File: config.mk
export PLATFORM = sky130hd
export DESIGN_NAME = servo_pwm_multi
export DESIGN_NICKNAME = d
export VERILOG_FILES = /design/src/rtl/servo_pwm_multi.sv
export SDC_FILE = /design/constraint.sdc
export NUM_CORES = 1
export LEC_CHECK = 0
export ABC_CLOCK_PERIOD_IN_PS = 5230
export CORE_ASPECT_RATIO = 1.2
export CORE_MARGIN = 1
export CORE_UTILIZATION = 61
export CTS_CLUSTER_SIZE = 12
export DETAILED_ROUTE_END_ITERATION = 8
export PLACE_DENSITY = 0.79
export SKIP_CTS_REPAIR_TIMING = 1
export SLEW_MARGIN = 20
export SYNTH_ARGS = -nofsm -noshare
export SYNTH_HDL_FRONTEND = slang
export SYNTH_SLANG_ARGS = --single-unit
export TNS_END_PERCENT = 30
File: constraint.sdc
create_clock -name clk -period 5.23 [get_ports clk]
set_input_delay 0.523 -clock clk [delete_from_list [all_inputs] [get_ports clk]]
set_output_delay 0.523 -clock clk [all_outputs]
set_load 0.01 [all_outputs]
File: src/rtl/servo_pwm_multi.sv
// servo_pwm_multi: N-channel hobby-servo PWM with per-frame slew limiting and latched over-current cutoff.
// Latency: an accepted angle reaches pwm_out at the next frame boundary (worst case 1 frame + 1 cycle).
// Backpressure: none; cmd_ready is high whenever rst is low, and the last command per channel wins.
// Ports: clk/rst (async active-high); en gates counting and outputs; cmd_* loads a channel target angle;
//        cur_* feeds per-channel current samples compared to cur_limit; fault_clr clears latched faults;
//        pwm_out/fault per channel; frame_tick pulses once per frame start.
module servo_pwm_multi #(
  parameter int N_CH       = 4,
  parameter int PERIOD_CYC = 1000000,
  parameter int MIN_CYC    = 50000,
  parameter int MAX_CYC    = 100000,
  parameter int INIT_ANGLE = 90,
  parameter int SLEW_STEP  = 0,
  parameter int CUR_W      = 12,
  parameter int OC_COUNT   = 3
) (
  input  logic                    clk,
  input  logic                    rst,
  input  logic                    en,
  input  logic                    cmd_valid,
  output logic                    cmd_ready,
  input  logic [$clog2(N_CH)-1:0] cmd_ch,
  input  logic [7:0]              cmd_angle,
  input  logic                    cur_valid,
  input  logic [$clog2(N_CH)-1:0] cur_ch,
  input  logic [CUR_W-1:0]        cur_value,
  input  logic [CUR_W-1:0]        cur_limit,
  input  logic [N_CH-1:0]         fault_clr,
  output logic [N_CH-1:0]         pwm_out,
  output logic [N_CH-1:0]         fault,
  output logic                    frame_tick
);

  localparam int CHW = $clog2(N_CH);
  localparam int CW  = $clog2(PERIOD_CYC);
  localparam int CPD = (MAX_CYC - MIN_CYC) / 180;
  localparam int OCW = $clog2(OC_COUNT + 1);
  localparam logic [CW-1:0]  CNT_LAST   = CW'(PERIOD_CYC - 1);
  localparam logic [CW-1:0]  WIDTH_INIT = CW'(MIN_CYC + INIT_ANGLE * CPD);
  localparam logic [7:0]     ANGLE_INIT = 8'(INIT_ANGLE);
  localparam logic [7:0]     STEP       = 8'((SLEW_STEP > 255) ? 255 : SLEW_STEP);
  localparam logic [OCW-1:0] OC_TRIP    = OCW'(OC_COUNT);

  logic [CW-1:0]  cnt, cnt_nxt;
  logic [7:0]     pos     [N_CH];
  logic [7:0]     pos_nxt [N_CH];
  logic [7:0]     target  [N_CH];
  logic [CW-1:0]  width_q   [N_CH];
  logic [CW-1:0]  width_nxt [N_CH];
  logic [OCW-1:0] oc_cnt [N_CH];
  logic [OCW-1:0] oc_nxt [N_CH];
  logic [N_CH-1:0] fault_nxt, pwm_nxt;
  logic [7:0]     cmd_clamped;
  logic [7:0]     diff;
  logic           boundary;

  assign cmd_ready   = ~rst;
  assign boundary    = en && (cnt == CNT_LAST);
  assign cmd_clamped = (cmd_angle > 8'd180) ? 8'd180 : cmd_angle;

  // While disabled the counter parks on the last cycle so re-enabling starts a fresh frame at once.
  always_comb begin
    cnt_nxt = CNT_LAST;
    if (en) cnt_nxt = (cnt == CNT_LAST) ? '0 : cnt + CW'(1);
  end

  // Slew pos toward target once per frame; faulted channels keep tracking so they resume at the right angle.
  always_comb begin
    diff = '0;
    for (int i = 0; i < N_CH; i++) begin
      pos_nxt[i]   = pos[i];
      width_nxt[i] = width_q[i];
      if (boundary) begin
        diff = (target[i] > pos[i]) ? (target[i] - pos[i]) : (pos[i] - target[i]);
        if (SLEW_STEP == 0 || diff <= STEP) pos_nxt[i] = target[i];
        else if (target[i] > pos[i])        pos_nxt[i] = pos[i] + STEP;
        else                                pos_nxt[i] = pos[i] - STEP;
        width_nxt[i] = CW'(MIN_CYC + int'(pos_nxt[i]) * CPD);
      end
    end
  end

  // The sample update works from the pre-clear count, so a trip coinciding with a clear still latches.
  always_comb begin
    fault_nxt = fault & ~fault_clr;
    for (int i = 0; i < N_CH; i++) begin
      oc_nxt[i] = fault_clr[i] ? '0 : oc_cnt[i];
      if (cur_valid && cur_ch == CHW'(i)) begin
        if (cur_value > cur_limit) begin
          oc_nxt[i] = (oc_cnt[i] >= OC_TRIP) ? OC_TRIP : oc_cnt[i] + OCW'(1);
          if (oc_nxt[i] == OC_TRIP) fault_nxt[i] = 1'b1;
        end else begin
          oc_nxt[i] = '0;
        end
      end
    end
  end

  // Output is registered from next-state values so the pulse rises together with frame_tick
  // and a trip or en drop takes effect on the very next cycle.
  always_comb begin
    for (int i = 0; i < N_CH; i++)
      pwm_nxt[i] = en && (cnt_nxt < width_nxt[i]) && !fault_nxt[i];
  end

  always_ff @(posedge clk or posedge rst) begin
    if (rst) begin
      cnt        <= CNT_LAST;
      frame_tick <= 1'b0;
      pwm_out    <= '0;
      fault      <= '0;
      for (int i = 0; i < N_CH; i++) begin
        pos[i]     <= ANGLE_INIT;
        target[i]  <= ANGLE_INIT;
        width_q[i] <= WIDTH_INIT;
        oc_cnt[i]  <= '0;
      end
    end else begin
      cnt        <= cnt_nxt;
      frame_tick <= boundary;
      pwm_out    <= pwm_nxt;
      fault      <= fault_nxt;
      for (int i = 0; i < N_CH; i++) begin
        pos[i]     <= pos_nxt[i];
        width_q[i] <= width_nxt[i];
        oc_cnt[i]  <= oc_nxt[i];
        if (cmd_valid && cmd_ch == CHW'(i)) target[i] <= cmd_clamped;
      end
    end
  end

endmodule

# Word level (Yosys, flattened, before mapping)
# Cells that the tools add are included.
# word_totals
regBits	149
out_inout_bits	10
# classes
n_addsub	9
mul	4
n_lt_le_gt_ge	10
n_eq_ne	11
mux	39
n_bitwise	3
reduce_logical	27
# op_table
operator	n
20-bit 2-to-1 mux	6
20-bit less-than comparator	4
16-bit by 17-bit adder with 18-bit output, first input constant	4
8-bit by 9-bit multiplier with 17-bit output, second input constant	4
8-bit 2-to-1 mux	5
2-bit 2-to-1 mux	16
20-bit by 1-bit adder with 20-bit output, second input constant	1
20-bit == test, second input constant	1
1-bit logical AND	17
2-bit == test, second input constant	8
12-bit greater-than comparator	1
1-bit 2-to-1 mux	12
2-bit by 1-bit adder with 2-bit output, second input constant	4
2-bit >= comparator, second input constant	4
8-bit greater-than comparator, second input constant	1
2-bit nonzero test	4
4-bit AND	1
2-bit by 1-bit == test with 1-bit output, second input constant	2
1-bit zero test	4
2-bit zero test	2
4-bit inverter	1
1-bit inverter	1

# Longest topological paths before layout
# Gate-level depths: netlist (run 1).
# depth
ltp_word	9
ltp_mapped	20
depth_no_buf	20

# Least setup slack after synthesis (run 1)
# No wires, ideal clock.
# synth_timing
path_type	register to register
startpoint	register target[30] (netlist bit)
endpoint	register pwm_out[0]
setup_time_ns	0.120
arrival_ns	4.529
setup_slack_ns	0.581
stages_incl_launch_ff	18
path_buffers	0
path_cell_list	dfstp_2 > inv_1 > ha_1 > fa_1 > fa_1 > ha_1 > nor2b_1 > o21ai_0 > a211oi_1 > o31ai_1 > xor2_1 > mux2i_1 > ha_1 > and4_1 > nand2_1 > nor4_1 > nand2_1 > o211a_1
# synth_between
elab_chain_cells	7
# synth_lines
item	line_no	text
start, declared	47	logic [7:0] target [N_CH];
start signal, assigned by index	127	if (cmd_valid && cmd_ch == CHW'(i)) target[i] <= cmd_clamped;
8-bit 2-to-1 mux	73	if (boundary) begin
8-bit by 9-bit multiplier with 17-bit output	78	width_nxt[i] = CW'(MIN_CYC + int'(pos_nxt[i]) * CPD);
16-bit by 17-bit adder with 18-bit output	78	
20-bit 2-to-1 mux	73	
20-bit less-than comparator	103	pwm_nxt[i] = en && (cnt_nxt < width_nxt[i]) && !fault_nxt[i];
1-bit logical AND (2 in a row)	103	
named net pwm_nxt[0]	52	logic [N_CH-1:0] fault_nxt, pwm_nxt;
end signal, assigned	121	pwm_out <= pwm_nxt;
end, declared	29	output logic [N_CH-1:0] pwm_out,
# The timed path passes the listed nets, and every way through them passes these cells. The select of a mux whose other input is x is not followed.
# A chain may end at the register's enable or synchronous reset.

# Final worst setup path (run 1)
# layout_timing
startpoint	register target[14] (netlist bit)
endpoint	register pwm_out[2]
# The elaborated chain is that of the path after synthesis.

==> out/qor.txt, run 1 <==
Worst Tran Pin Value -> 1.04 ns
Layout cells sized above 1 -> 13.3%
Number of synthesized flops with an enable pin -> 0
Rel. slew slack -> 29.8%
Pwr dens -> 574 nW/µm²
TNS Setup -> 0 ns
Reg area -> 3800 µm²
DPL Wire Length -> 22,900 µm
Total gr overflow -> 0
CTS Buf Count -> 17
Die width -> 133 µm
Crit start category -> register
Starting density of the core -> 62.0%
Worst R2R Path Depth -> 19
Sw frac -> 43.9%
Final Slew Violations -> 0
Syn avg cell area -> 10.0 µm²
DR WL/cell -> 19.0 µm
Mapped Nets -> 1,570
Hold slack -> 0.468 ns
Outcome -> finished clean
Max-cap violation count -> 0
GR Util All Layers -> 29.9%
Worst Hold End -> width_q[38]
R2r setup slk -> 0.08 ns
CP required -> 5.56 ns
Total internal power -> 4.57 mW
Die Height -> 159 µm
Reg2reg end -> pwm_out[2]
Total wire length -> 30,600 µm
Peak fanout along the critical path -> 6
Total core area -> 20,200 µm²
TritonCTS clock tree -> done
PortBufs -> 54
DRT iter0 DRCs -> 504
Final count of hold timing violations -> 0
Detailed-route vias per instance -> 6.04
Minimum clock period -> 5.15 ns
Gate Count Post-Synth -> 1,252
Worst-path clk slew -> 0.06 ns
CP arrival -> 5.49 ns
Area of the multi-input gates -> 8280 µm²
Sink Count -> 149
Vias in the first global route -> 9,830
Hold Path Class -> register to register
Post-synth top area share -> 23.3%
Pleak -> 7.16 nW
Max Clk Rate -> 194 MHz
Clk pwr share -> 16.0%
Initial antenna violation count -> 0
DIE AREA -> 21,100 µm²
I/O pin total -> 55
Critical Path End Type -> register
First-pass GRT wire length -> 48,800 µm
Final core occ -> 70.3%
Yosys top cell by area -> ha_1
P&R area growth vs syn -> 13.4%
Final nets -> 1,645
Clk_skew -> 0.0138 ns
Post-DRT Antenna Nets -> 0
Worst Hold Depth -> 2
Seq/Total Area, Yosys -> 30.3%
Seq pwr share -> 22.4%
Clock buffer depth -> 2
Async SR Flop Fraction -> 100%
Worst hold start -> width_q[38]
Top_reg_cell synth -> dfrtp_1
WS Path Type -> register to register
Worst r2r src -> target[14]
DRC Markers -> 0
Fin crit share -> 98.6%
Syn Std Cell Area -> 12,500 µm²
Comb pwr share -> 61.6%
Skew-Pair Late Insertion Delay -> 0.44 ns
Layout filler cell count -> 1,551
H-tree Lvls -> 4
Final setup viols -> 0
Pre-Repair DR Iteration Count -> 6
Routed vias -> 9,691
Top cells by area, synth -> ha_1, dfrtp_1, dfstp_2
GPL Wtd Cong -> 0.853
Peak VDD IR -> 310 µV
Clock root buffer -> clkbuf_16
Num rows -> 57
Unique masters post-synth -> 62
Synth Register Bits -> 149
Largest net degree at the start of global routing -> 84
Ant. Diodes -> 0
Sw Pwr -> 3.58 mW
Yosys warns -> 0
==> critical path, stage by stage, from the launching register on <==
cell and delay, ns:
dfstp_2 0.61, inv_2 0.10, fa_1 0.50, inv_1 0.05, fa_1 0.50, inv_1 0.05
ha_1 0.29, ha_1 0.34, o21a_1 0.21, o21ai_0 0.29, a2111oi_2 0.10, o21ai_0 0.26
xor2_1 0.20, mux2i_1 0.10, ha_1 0.36, a211oi_1 0.31, nor2_1 0.12, nor3b_1 0.24
o221ai_1 0.19, a211oi_1 0.23
==> power groups by stage <==
stage | clock (mW) | combinational, mW | sequential [mW]
global placement | 0 | 4.60 | 1.82
global route | 1.36 | 5.61 | 1.86
detailed placement | 0 | 4.76 | 1.84
CTS | 1.31 | 4.87 | 1.82
finish | 1.30 | 5.02 | 1.82
floorplan | 0 | 3.63 | 1.77
==> state kept, by name (all words and copies together) (netlist names) <==
name	cells
width_q	80
target	32
cnt	20
oc_cnt	8
fault	4
pwm_out	4
frame_tick	1
==> layout make-up <==
class | instances | area share [%]
Clock inverter | 10 | 1.02
Timing Repair Buffer | 79 | 5.16
Sequential cell | 149 | 26.8
Clock buffer | 22 | 3.41
Inverter | 110 | 3.00
Tap cell | 265 | 2.34
Multi-Input combinational cell | 970 | 58.3
==> cells in the mapped netlist, types with 14 or more instances <==
master    number
o21ai_0       86
xnor2_1       25
dfrtp_1       93
a21oi_1       51
nand3_1       27
nand2b_1      14
mux2_2        40
inv_1        110
xor2_1        35
o21a_1        38
a21o_1        22
ha_1         233
dfstp_2       56
mux2i_1       35
nor2_1        46
nand2_1      123
fa_1          40
nand4_1       18
==> logic make-up (layout without fill, tap and decap cells) <==
logic type / Yosys count / after routing / synth area share [%]
and+or+nand+nor: 291 / 291 / 11.3
DFF: 149 / 149 / 30.3
xor gates and xnor gates: 60 / 60 / 4.20
AOI/OAI and AO/OA: 271 / 271 / 13.9
adders and majority gates: 273 / 273 / 29.7
buffers and inverters: 133 / 221 / 4.19
muxes: 75 / 75 / 6.40
==> per-stage QoR <==
step	cells	setup slack [ns]	instance area, µm²	total power, mW
6_report	1605	0.0752	14200	8.15
5_1_grt	1605	-0.177	14200	8.84
4_1_cts	1598	0.0203	14100	8.00
3_5_place_dp	1566	0.207	13400	6.60
3_3_place_gp	1566	0.322	13400	6.42
2_1_floorplan	1252	0.581	12500	5.40
==> worst max path at each step <==
stage	start	end	depth (start not counted)
6_report	target[14]	pwm_out[2]	19
2_1_floorplan	target[30]	pwm_out[0]	17
3_3_place_gp	target[22]	pwm_out[1]	18
4_1_cts	target[14]	pwm_out[2]	19
3_5_place_dp	target[22]	pwm_out[1]	18
5_1_grt	target[14]	pwm_out[2]	19
==> metal layers <==
metal / global-route usage [%] / vias to the layer above / wire (µm)
li1: - / 4632 / -
met2: 51.8 / 287 / 15100
met4: 12.6 / 0 / 1080
met1: 37.1 / 4686 / 13000
met5: 0 / - / 0
met3: 4.30 / 86 / 1300
==> cells in the final DEF (no fill, tap or decap), drive strengths merged, types with 4 or more instances in the layout <==
| cell | count |
|---|---|
| a31oi | 9 |
| o22ai | 4 |
| mux2i | 35 |
| nand2 | 124 |
| o21ai | 86 |
| clkbuf | 22 |
| or3 | 6 |
| a32o | 7 |
| nor2 | 47 |
| nand2b | 14 |
| a211o | 4 |
| o31ai | 5 |
| xor2 | 35 |
| o21a | 38 |
| nand4 | 19 |
| o21bai | 4 |
| nor4 | 7 |
| dfstp | 56 |
| nor3 | 13 |
| nand3 | 27 |
| and3 | 7 |
| fa | 40 |
| a211oi | 14 |
| clkdlybuf4s50 | 54 |
| buf | 25 |
| dfrtp | 93 |
| a21o | 22 |
| xnor2 | 25 |
| inv | 110 |
| ha | 233 |
| mux2 | 40 |
| o211ai | 9 |
| clkinvlp | 4 |
| a21oi | 51 |
| nor2b | 7 |
(Power assumes the default switching activity.)
==> inputs of run 2 (changes only) <==
Settings changed: CORE_ASPECT_RATIO 1.2 to unset, GPL_ROUTABILITY_DRIVEN set to 0, REMOVE_ABC_BUFFERS set to 1.
==> run 2 against run 1 <==
Against the previous run:
- via count is 1.1% lower
- hold slack gained 0.0025 ns
- clock power is 8% lower
- largest cell class unchanged
- design area decreased by 0.95%
==> out/qor.txt, run 2 (synthesis gave the netlist of run 1 again) <==
Outcome -> finished clean
I/O pin total -> 55 (unchanged)
R2r setup slk -> 0.08 ns (about the same)
Clock buffer depth -> 2 (unchanged)
Final core occ -> 69.7% (-0.62 points)
GR Util All Layers -> 29.1% (-0.81 points)
Minimum clock period -> 5.15 ns (-0.00830 ns)
Hold Path Class -> register to register
RSZ-0062 raised after global routing -> true
Total wire length -> 29,900 µm (-2.1%)
DIE AREA -> 21,100 µm² (about the same)
Num rows -> 52 (-8.8%)
Clock root buffer -> clkbuf_16
CP required -> 5.55 ns (about the same)
Hold slack -> 0.471 ns (+0.00252 ns)
Final nets -> 1,638 (-0.43%)
Max Clk Rate -> 194 MHz (+0.16%)
Total core area -> 20,200 µm² (about the same)
Sink Count -> 149 (unchanged)
Number of flip-flops under the largest register name -> 80 (unchanged)
Starting density of the core -> 62.1% (about the same)
Max-cap violation count -> 0 (unchanged)
Largest Register -> width_q
CP arrival -> 5.47 ns (-0.02 ns)
Rel. slew slack -> 18.2% (-12 points)
Worst-path clk slew -> 0.06 ns (about the same)
TNS Setup -> 0 ns (unchanged)
Final count of hold timing violations -> 0 (unchanged)
Critical Path Source -> target[30]
Final setup viols -> 0 (unchanged)
Clk_skew -> 0.00904 ns (-0.00475 ns)
Worst Tran Pin Value -> 1.21 ns (+0.172 ns)
Largest regs -> width_q: 80 flops, target: 32 flops, cnt: 20 flops
First-pass GRT wire length -> 47,500 µm (-2.6%)
Initial antenna violation count -> 0 (unchanged)
Ant. Diodes -> 0 (unchanged)
Die width -> 145 µm (+9.4%)
Pre-Repair DR Iteration Count -> 5 (-1)
Skew-Pair Late Insertion Delay -> 0.43 ns (about the same)
DRT iter0 DRCs -> 624 (+24%)
Most common cell after layout, fill and taps aside -> ha_1
Die Height -> 145 µm (-8.6%)
DPL Wire Length -> 22,600 µm (-1.3%)
Post-DRT Antenna Nets -> 0 (unchanged)
Vias in the first global route -> 9,573 (-2.6%)
TritonCTS clock tree -> done
Pwr dens -> 565 nW/µm² (-1.5%)
Routed vias -> 9,580 (-1.1%)
Layout filler cell count -> 1,513 (-2.5%)
CP endpoint -> pwm_out[0]
Critical Path End Type -> register
Worst r2r src -> target[30]
Place WS -> 0.115 ns (-0.0920 ns)
Final Slew Violations -> 0 (unchanged)
WS Path Type -> register to register
Final cell count without fillers -> 1,603 (-0.12%)
Crit start category -> register
Fin worst setup slack -> 0.0835 ns (+0.00830 ns)
Worst R2R Path Depth -> 17 (-2)
Fin crit share -> 98.4% (-0.16 points)
PortBufs -> 54 (unchanged)
DRC Markers -> 0 (unchanged)
CTS Buf Count -> 17 (unchanged)
Largest net degree at the start of global routing -> 83 (-1.2%)
Total gr overflow -> 0 (unchanged)
Layout cells sized above 1 -> 12.5% (-0.83 points)
Commonest non-fill, non-tap cells in the layout -> ha_1, nand2_1, inv_1
Placed Cells incl. Taps -> 1,571 (+0.32%)
Peak VDD IR -> 352 µV (+13%)
Peak fanout along the critical path -> 6 (unchanged)
P&R area growth vs syn -> 12.3%
DR WL/cell -> 18.7 µm (-2.0%)
H-tree Lvls -> 4 (unchanged)
Detailed-route vias per instance -> 5.98 (-1.0%)
Pleak -> 7.08 nW (-1.1%)
Reg2reg end -> pwm_out[0]
[run 2: cell type report]
type                            count  area, µm²  share of cell area (%)
Timing Repair Buffer               72        676                    4.80
Clock inverter                      4       45.0                   0.320
Inverter                          110        418                    2.97
Sequential cell                   149       3800                    27.0
Tap cell                          270        338                    2.40
Clock buffer                       28        527                    3.75
Multi-Input combinational cell    970       8260                    58.7
[run 2: worst min-delay path by stage]
stage	startpoint	end	depth (start not counted)
2_1_floorplan	width_q[19]	width_q[19]	2
3_3_place_gp	width_q[39]	width_q[39]	2
3_5_place_dp	width_q[19]	width_q[19]	2
4_1_cts	width_q[19]	width_q[19]	2
5_1_grt	width_q[28]	width_q[28]	2
6_report	width_q[19]	width_q[19]	2
[run 2: through the flow]
| step | total power, mW | cell area [µm²] |
|---|---|---|
| final | 7.95 | 14100 |
| after global routing | 8.62 | 14100 |
| after CTS | 7.87 | 14000 |
| after detailed placement | 6.58 | 13400 |
| after global placement | 6.39 | 13400 |
| after floorplan | 5.38 | 12400 |
[run 2: where the power goes]
part / leakage, nW / internal (mW) / switching [mW]
clock: 0.284 / 0.729 / 0.465
sequential: 1.79 / 1.61 / 0.210
combinational: 5.01 / 2.13 / 2.81
total: 7.08 / 4.47 / 3.48
[run 2: layer usage]
metal,up-vias,wire [µm],track usage [%],share of wire [%]
met3,66,1660,5.53,5.5
met2,274,14100,48.7,47
met4,0,826,9.84,2.8
met5,-,0,0,0
li1,4623,-,-,-
met1,4617,13300,37.8,45
[run 2: worst max-delay path, stage by stage, from the launching register on]
cell and delay (ns):
dfstp_2 0.58, inv_1 0.16, fa_1 0.57, fa_1 0.44, ha_1 0.31, ha_1 0.35, o21a_1 0.23, o21ai_0 0.43
nor4_2 0.11, o21ai_0 0.23, xor2_1 0.19, mux2i_1 0.10, ha_1 0.30, and4_1 0.20, nand2_1 0.11, nor4_2 0.39
nand2_1 0.10, o211a_1 0.22
